`config.mk`:
```
export PLATFORM = sky130hd
export DESIGN_NAME = fd_corner_collector
export DESIGN_NICKNAME = d
export VERILOG_FILES = /design/src/rtl/fd_corner_collector.sv
export SDC_FILE = /design/constraint.sdc
export NUM_CORES = 1
export LEC_CHECK = 0
export CORE_MARGIN = 3
export CORE_UTILIZATION = 54
export CTS_BUF_LIST = sky130_fd_sc_hd__clkbuf_8 sky130_fd_sc_hd__clkbuf_16
export DETAILED_ROUTE_END_ITERATION = 8
export PLACE_DENSITY = 0.74
export SYNTH_ARGS = -nofsm -noshare
export SYNTH_HDL_FRONTEND = slang
export SYNTH_SLANG_ARGS = --single-unit
```
`constraint.sdc`:
```
create_clock -name clock -period 3.6 [get_ports clock]
set_input_delay 0.36 -clock clock [delete_from_list [all_inputs] [get_ports clock]]
set_output_delay 0.36 -clock clock [all_outputs]
set_load 0.01 [all_outputs]
```
`src/rtl/fd_corner_collector.sv`:
```
// Corner collector behind the FAST-9 detector: drops border pixels, buffers corner addresses
// in a FIFO with a registered head, and tracks per-frame count, overflow and frame completion.
module fd_corner_collector #(
  parameter int unsigned ADDR_W = 15,
  parameter int unsigned LOG2_W = 7,
  parameter int unsigned DEPTH  = 16,
  parameter int unsigned BORDER = 3
) (
  input  logic                       clock,
  input  logic                       reset,
  input  logic                       frameStart,
  input  logic                       frameEnd,
  input  logic                       resValid,
  input  logic                       isCorner,
  input  logic [ADDR_W-1:0]          refAddr,
  output logic                       cornerValid,
  input  logic                       cornerReady,
  output logic [ADDR_W-1:0]          cornerAddr,
  output logic [$clog2(DEPTH):0]     fifoLevel,
  output logic [ADDR_W-1:0]          cornerCount,
  output logic                       overflow,
  output logic                       frameDone
);

  localparam int unsigned PtrW = $clog2(DEPTH);
  localparam int unsigned LvlW = PtrW + 1;
  localparam int unsigned YW   = ADDR_W - LOG2_W;

  localparam logic [LOG2_W-1:0] XMin = LOG2_W'(BORDER);
  localparam logic [LOG2_W-1:0] XMax = LOG2_W'((2 ** LOG2_W) - 1 - BORDER);
  localparam logic [YW-1:0]     YMin = YW'(BORDER);
  localparam logic [YW-1:0]     YMax = YW'((2 ** YW) - 1 - BORDER);

  typedef enum logic [1:0] {
    StIdle,
    StCollect,
    StDrain,
    StDone
  } stateE;

  stateE state;

  logic [ADDR_W-1:0] mem [DEPTH];
  logic [PtrW-1:0]   wrPtr;
  logic [PtrW-1:0]   rdPtr;
  logic [PtrW-1:0]   rdNext;
  logic [LvlW-1:0]   levelNext;
  logic [LvlW-1:0]   remain;
  logic [ADDR_W-1:0] headNext;

  logic [LOG2_W-1:0] pixX;
  logic [YW-1:0]     pixY;
  logic              inBorder;
  logic              accept;
  logic              full;
  logic              push;
  logic              pop;
  logic              drop;

  assign pixX = refAddr[LOG2_W-1:0];
  assign pixY = refAddr[ADDR_W-1:LOG2_W];

  assign inBorder = (pixX >= XMin) && (pixX <= XMax) && (pixY >= YMin) && (pixY <= YMax);
  assign accept   = (state == StCollect) && resValid && isCorner && inBorder;
  assign full     = (fifoLevel == LvlW'(DEPTH));
  assign pop      = cornerValid && cornerReady;
  assign push     = accept && (!full || pop);
  assign drop     = accept && full && !pop;

  assign rdNext = rdPtr + PtrW'(pop);
  assign remain = fifoLevel - LvlW'(pop);

  always_comb begin
    levelNext = fifoLevel;
    if (push && !pop) begin
      levelNext = fifoLevel + LvlW'(1);
    end else if (!push && pop) begin
      levelNext = fifoLevel - LvlW'(1);
    end
  end

  // Head register: a push into a FIFO that is empty after this cycle's pop becomes the head
  // directly; otherwise the head is the next stored entry (never the slot being written).
  always_comb begin
    headNext = cornerAddr;
    if (remain == '0) begin
      if (push) begin
        headNext = refAddr;
      end
    end else begin
      headNext = mem[rdNext];
    end
  end

  always_ff @(posedge clock) begin
    if (push) begin
      mem[wrPtr] <= refAddr;
    end
  end

  always_ff @(posedge clock) begin
    if (reset) begin
      state       <= StIdle;
      wrPtr       <= '0;
      rdPtr       <= '0;
      fifoLevel   <= '0;
      cornerValid <= 1'b0;
      cornerAddr  <= '0;
      cornerCount <= '0;
      overflow    <= 1'b0;
      frameDone   <= 1'b0;
    end else begin
      if (push) begin
        wrPtr <= wrPtr + PtrW'(1);
      end
      rdPtr       <= rdNext;
      fifoLevel   <= levelNext;
      cornerValid <= (levelNext != '0);
      cornerAddr  <= headNext;

      if (push && (cornerCount != '1)) begin
        cornerCount <= cornerCount + ADDR_W'(1);
      end
      if (drop) begin
        overflow <= 1'b1;
      end

      frameDone <= 1'b0;
      unique case (state)
        StIdle: begin
          if (frameStart) begin
            state       <= StCollect;
            cornerCount <= '0;
            overflow    <= 1'b0;
          end
        end
        StCollect: begin
          if (frameEnd) begin
            state <= StDrain;
          end
        end
        StDrain: begin
          if ((fifoLevel == '0) && !pop) begin
            state     <= StDone;
            frameDone <= 1'b1;
          end
        end
        StDone: begin
          state <= StIdle;
        end
        default: begin
          state <= StIdle;
        end
      endcase
    end
  end

endmodule
```
==> results of run 1 <==
registers in the layout, indices dropped and copies added, names as in the netlist:
name	flops
wrPtr	4
cornerValid	1
cornerAddr	15
frameDone	1
fifoLevel	5
overflow	1
state	2
rdPtr	4
mem	240
cornerCount	15
stage by stage:
stage / util [%] / total power (µW) / area, µm² / std cells
after floorplan: - / 5230 / 11500 / 645
after global placement: 62.4 / 5870 / 12800 / 1004
after detailed placement: 62.4 / 5910 / 12800 / 1004
after CTS: 67.0 / 8850 / 13800 / 1058
after global routing: 67.0 / 9150 / 13800 / 1058
final: 67.0 / 8780 / 13800 / 1058
worst max-delay path by stage:
stage	end	from	cells after the start	slack (ns)
finish	mem[0][4]	fifoLevel[1]	8	0.64
global route	mem[0][4]	fifoLevel[1]	8	0.48
CTS	mem[0][4]	fifoLevel[1]	8	0.68
detailed placement	cornerAddr[4]	cornerReady	10	0.34
global placement	cornerAddr[4]	cornerReady	10	0.40
floorplan	mem[3][0]	fifoLevel[0]	7	0.24
cells in the mapped netlist (2+ instances only):
library cell	instances
edfxtp_1	240
ha_1	14
a211oi_1	2
o21ai_0	6
a41oi_1	2
and4_1	2
nor3_1	11
xnor2_1	17
buf_2	7
nor2_1	58
nand3_1	9
a311oi_1	15
buf_1	2
nor3b_1	2
o31ai_1	2
nor2b_1	2
o22ai_1	2
nor4_1	6
a21oi_1	4
buf_4	2
nand2b_1	3
mux4_2	75
or4_1	2
inv_1	10
clkbuf_1	19
xor2_1	5
o2bb2ai_1	2
dfxtp_1	48
nand2_1	49
nand4_1	6
final cells by class:
class,count,area [µm²],share of cell area (%)
clock inverter,21,168,1.22
sequential,288,8170,59.3
inverter,11,41.3,0.300
timing repair buffer,120,1090,7.88
tap,270,338,2.45
multi-input combinational,315,3190,23.1
clock buffer,33,792,5.75
critical path, cell delays in order (launching register included):
cell	delay [ns]
dfxtp_1	0.48
inv_1	0.11
ha_1	0.24
nor3b_1	0.18
and3_4	0.22
nor4_4	0.61
nand2_1	0.24
nor3_2	0.27
buf_4	0.29
cell families (layout without fill, tap and decap cells):
group | Yosys count | after routing
AOI/OAI and AO/OA | 44 | 44
xor gates and xnor gates | 22 | 22
adders and majority gates | 14 | 14
buffers and inverters | 42 | 185
DFF | 288 | 288
muxes | 76 | 76
and+or+nand+nor | 159 | 159
layer usage:
metal	vias to the layer above	track usage (%)
met4	0	7.06
met2	271	37.2
li1	2827	-
met1	3286	30.7
met5	-	0
met3	60	3.56
power breakdown:
group          total, µW  switching [µW]  internal, µW
combinational       1980             953          1020
sequential          3840             104          3740
clock               2960            1240          1720
total               8780            2290          6490
==> reports/qor.yml, run 1 <==
cells_and_area:
  diodes: 0
  final_common_cell: "edfxtp_1"
  drive_above_1_share_pct: 25.0
  syn_to_final_growth_pct: 20.1
  fillers: 1373
  layout_common_cells: "edfxtp_1, mux4_2, clkdlybuf4s50_1, nor2_1, buf_4"
  nets: 801
drt:
  viasPerCell: 6.09
  drt_iter0_drc: 636
  wl_met1_um: 10300
  wl_met3_um: 1660
  routed.top_layer: "met4"
  dr.pass1.iters: 5
  avgRoutedWirePerCell_um: 24.1
  vias: 6444
  postRouteAntennaNets: 0
  dr_wl_met2_um: 12800
  drt-total-wl_um: 25500
  drcViolationCount: 0
setup_path:
  r2r_cells: 8
  cp_data_arrival_time_ns: 3.19
  critPathLaunchType: "register"
  worstPathRequired_ns: 3.83
  worst-path-max-fanout: 12
  crit_type: "reg -> reg"
  crit-reg2reg-launch: "fifoLevel[1]"
  end_kind: "register"
  reg2reg_to: "mem[0][4]"
  rrSetupSlack_ns: 0.64
cts:
  clkSinkCount: 288
  cts_tree: "done"
  h-tree-depth: 1
  cts.root.buffer_cell: "clkbuf_16"
  clk_pin_slew_ns: 0.06
  numCtsBuffers: 29
  postCtsHoldBufs: 0
  cts_setup_buffers: 0
  clock_latency_ns: 0.55
  cts_resized: 0
  clk_path_buf_depth: 3
placed_design:
  dp_slack_ns: 0.343
  routabilityCongestion: 0.818
  io_buffers: 59
  dp_hpwl_um: 16200
synth:
  synth.area.top_cells: "edfxtp_1, mux4_2, dfxtp_1"
  synth_top_area_share_pct: 62.8
  synth_xor_area_share_pct: 1.68
  synth.area.mux_share_pct: 14.8
  seq_area_frac_synth_pct: 71.1
  syn_area_per_cell_um2: 17.8
  ys_ff_latch: 288
  ys.warnings.count: 0
  synth_compound_area_share_pct: 2.89
  syn_area_mm2: 0.0115
  synthSimpleGateAreaFrac_pct: 6.38
  synthFlopType: "edfxtp_1"
  synth.distinct_cells: 51
  syn-num-nets: 681
  synth_top_family_by_area: "multiplexers"
  synth_edf_count: 240
  yosysTopAreaCell: "edfxtp_1"
  yosys.area_share.adder_pct: 1.53
  synth-async-reset-ratio_pct: 0
  synthCells: 645
global_route:
  grt_usage_pct: 22.3
  grt_overflow: 0
  grt_max_degree: 62
  grt_pass1_vias: 6701
  grt_antenna_before_repair: 0
  grt_first_pass_wirelength_um: 39900
timing:
  hold_viol: 0
  whs_ns: 0.499
  finClkSkew_ns: 0.0160
  rsz0062_at_grt: "false"
  worst_pin_slew_ns: 0.796
  period_minus_slack_ns: 2.96
  slew_headroom_pct: 46.9
  fin_setup_tns_ns: 0
  worst_slack_ns: 0.644
  finalSetupViolCount: 0
  timing.final.crit_share_pct: 82.1
  max_freq_ghz: 0.338
  maxSlewViolCount: 0
power:
  powerDensity_mw_per_mm2: 637
  leakage_uw: 0.00447
  peakVddDrop_v: 0.000411
die:
  start_util_pct: 55.8
  io_pins: 60
  die_h_um: 152
  die_x_um: 152
  core_mm2: 0.0206
  dieArea_mm2: 0.0230
  rows: 52
flow_run:
  maxCapViolCount: 0
hold_path:
  holdPathStages: 2
  min_path_type: "reg -> reg"
  min_to: "cornerAddr[8]"
  worstHoldStart: "cornerAddr[8]"
run_status:
  status: "completed"
(Power assumes the default switching activity.)
==> run 2: changes to the inputs <==
Clock period 3.6 ns to 2.54 ns, I/O delays scaled along.
==> reports/qor.yml, run 2 (same netlist as run 1, synthesis figures left out) <==
setup_path:
  crit-reg2reg-launch: "fifoLevel[0]"
  rrSetupSlack_ns: 0.09  # -0.56 ns
  r2r_cells: 11  # +3
  end_kind: "register"
  critPathLaunchType: "register"
  worst-path-max-fanout: 7  # -5
  worstPathRequired_ns: 2.79  # -1.04 ns
  cp_data_arrival_time_ns: 2.70  # -0.49 ns
  reg2reg_to: "mem[1][5]"
  crit_type: "reg -> reg"
die:
  io_pins: 60  # unchanged
  start_util_pct: 55.8  # unchanged
  rows: 52  # unchanged
  dieArea_mm2: 0.0230  # unchanged
  die_x_um: 152  # unchanged
  core_mm2: 0.0206  # unchanged
  die_h_um: 152  # unchanged
cells_and_area:
  reg_top3: "mem: 240 flops, cornerAddr: 15 flops, cornerCount: 15 flops"
  diodes: 0  # unchanged
  regMostFlops: "mem"
  final_common_cell: "edfxtp_1"
  largest_reg_flops: 240  # unchanged
  layout.cells.non_filler: 1087  # +2.7%
  syn_to_final_growth_pct: 25.5
  design_area_mm2: 0.0144  # +4.5%
  nets: 831  # +3.7%
  drive_above_1_share_pct: 30.4  # +5.4 points
  layout_common_cells: "edfxtp_1, mux4_2, buf_4, clkdlybuf4s50_1"
hold_path:
  holdPathStages: 1  # -1
  min_path_type: "in -> reg"
  worstHoldStart: "refAddr[1]"
  min_to: "mem[7][1]"
drt:
  avgRoutedWirePerCell_um: 24.6  # +1.8%
  drcViolationCount: 0  # unchanged
  postRouteAntennaNets: 0  # unchanged
  dr.pass1.iters: 5  # unchanged
  drt-total-wl_um: 26700  # +4.6%
  viasPerCell: 6.09  # about the same
  drt_iter0_drc: 566  # -11%
  vias: 6620  # +2.7%
timing:
  hold_viol: 0  # unchanged
  timing.final.crit_share_pct: 96.6  # +15 points
  period_minus_slack_ns: 2.45  # -0.502 ns
  finClkSkew_ns: 0.0116  # -0.00448 ns
  fin_setup_tns_ns: 0  # unchanged
  rsz0062_at_grt: "true"
  max_freq_ghz: 0.407  # +20%
  worst_slack_ns: 0.0859  # -0.558 ns
  maxSlewViolCount: 0  # unchanged
  finalSetupViolCount: 0  # unchanged
  worst_pin_slew_ns: 0.591  # -0.205 ns
  slew_headroom_pct: 60.5  # +14 points
global_route:
  grt_antenna_before_repair: 0  # unchanged
  grt_first_pass_wirelength_um: 41000  # +2.9%
  grt_pass1_vias: 6793  # +1.4%
  grt_max_degree: 31  # -50%
  busiest_layer: "met2"
  grtUsageMet2_pct: 37.4  # +0.19 points
  use_met3_pct: 3.33  # -0.23 points
  grt_overflow: 0  # unchanged
  gr-usage-met1_pct: 33.1  # +2.3 points
  grt_usage_pct: 23.1  # +0.78 points
cts:
  postCtsHoldBufs: 0  # unchanged
  clk_path_buf_depth: 3  # unchanged
  clock_latency_ns: 0.53  # -0.02 ns
  clkSinkCount: 288  # unchanged
  cts.root.buffer_cell: "clkbuf_16"
  numCtsBuffers: 28  # -3.4%
  cts_tree: "done"
  h-tree-depth: 1  # unchanged
  clk_pin_slew_ns: 0.06  # about the same
placed_design:
  place_area_mm2: 0.0133  # +4.0%
  io_buffers: 59  # unchanged
  routabilityCongestion: 0.848  # +3.7%
  dp_hpwl_um: 17200  # +6.4%
  place_inst: 1031  # +2.7%
  dp_slack_ns: -0.261  # -0.604 ns
flow_run:
  maxCapViolCount: 0  # unchanged
power:
  powerDensity_mw_per_mm2: 894  # +40%
  peakVddDrop_v: 0.000680  # +65%
  leakage_uw: 0.00469  # +4.9%
run_status:
  status: "completed"
==> run 2: cell types whose count changed in the layout (fill, tap and decap cells not counted), sizes merged <==
cell,change
buf,+31
bufinv,+3
clkbuf,-1
clkinv,-5
clkinvlp,+2
inv,-1
==> run 2: repair_timing <==
action	4_1_cts	5_1_grt
resized for setup	1	14
endpoints found under the setup margin	4	153
pin swaps	0	2
setup buffers	0	3
cloned	0	1
==> run 2: how the worst max path moves through the flow <==
| stage | from | end | slack, ns | cells after the start |
|---|---|---|---|---|
| floorplan | fifoLevel[1] | mem[10][0] | 0.009 | 8 |
| global placement | cornerReady | cornerAddr[0] | -0.25 | 9 |
| detailed placement | cornerReady | cornerAddr[2] | -0.26 | 10 |
| CTS | fifoLevel[1] | cornerCount[11] | 0.0001 | 8 |
| global route | fifoLevel[0] | mem[1][1] | -0.01 | 11 |
| finish | fifoLevel[0] | mem[1][5] | 0.09 | 11 |
==> run 2: per-layer routing <==
layer	up-vias	part of all wire, %
met5	-	0
met4	0	2.8
met3	57	7.8
met2	293	49
met1	3391	40
li1	2879	-
==> run 2: layout make-up <==
class,instances,area (µm²)
well taps,270,338
clock buffers,32,767
multi-input cells,315,3310
clock inverters,20,229
inverters,11,42.5
fillers,1296,6150
flip-flops and latches,288,8180
repair buffers,151,1550
==> run 2: power by group <==
group	total, µW	internal, µW	switching (µW)
combinational	3020	1620	1400
clock	4390	2670	1720
sequential	5470	5310	161
total	12900	9600	3280
==> run 2: worst max-delay path: stages, from the launching register on <==
cell and delay, ns:
dfxtp_4 0.38, inv_1 0.08, ha_2 0.21, nor3b_1 0.17, and3_4 0.22, buf_4 0.14, nor4_4 0.17, buf_6 0.18
nand2_4 0.09, nor3_4 0.25, buf_4 0.16, buf_6 0.12
==> run 2: stage by stage <==
step	utilization (%)	total power (µW)	hold slack, ns
2_1_floorplan	-	7500	0.326
3_3_place_gp	64.8	8500	0.464
3_5_place_dp	64.8	8570	0.469
4_1_cts	69.7	13000	0.424
5_1_grt	70.1	13400	0.448
6_report	70.1	12900	0.439
==> run 3: changes to the inputs <==
Settings changed: HOLD_SLACK_MARGIN set to 0.02.
==> results of run 3 <==
Same layout as run 2: the final DEF is identical, and so are final timing and power.
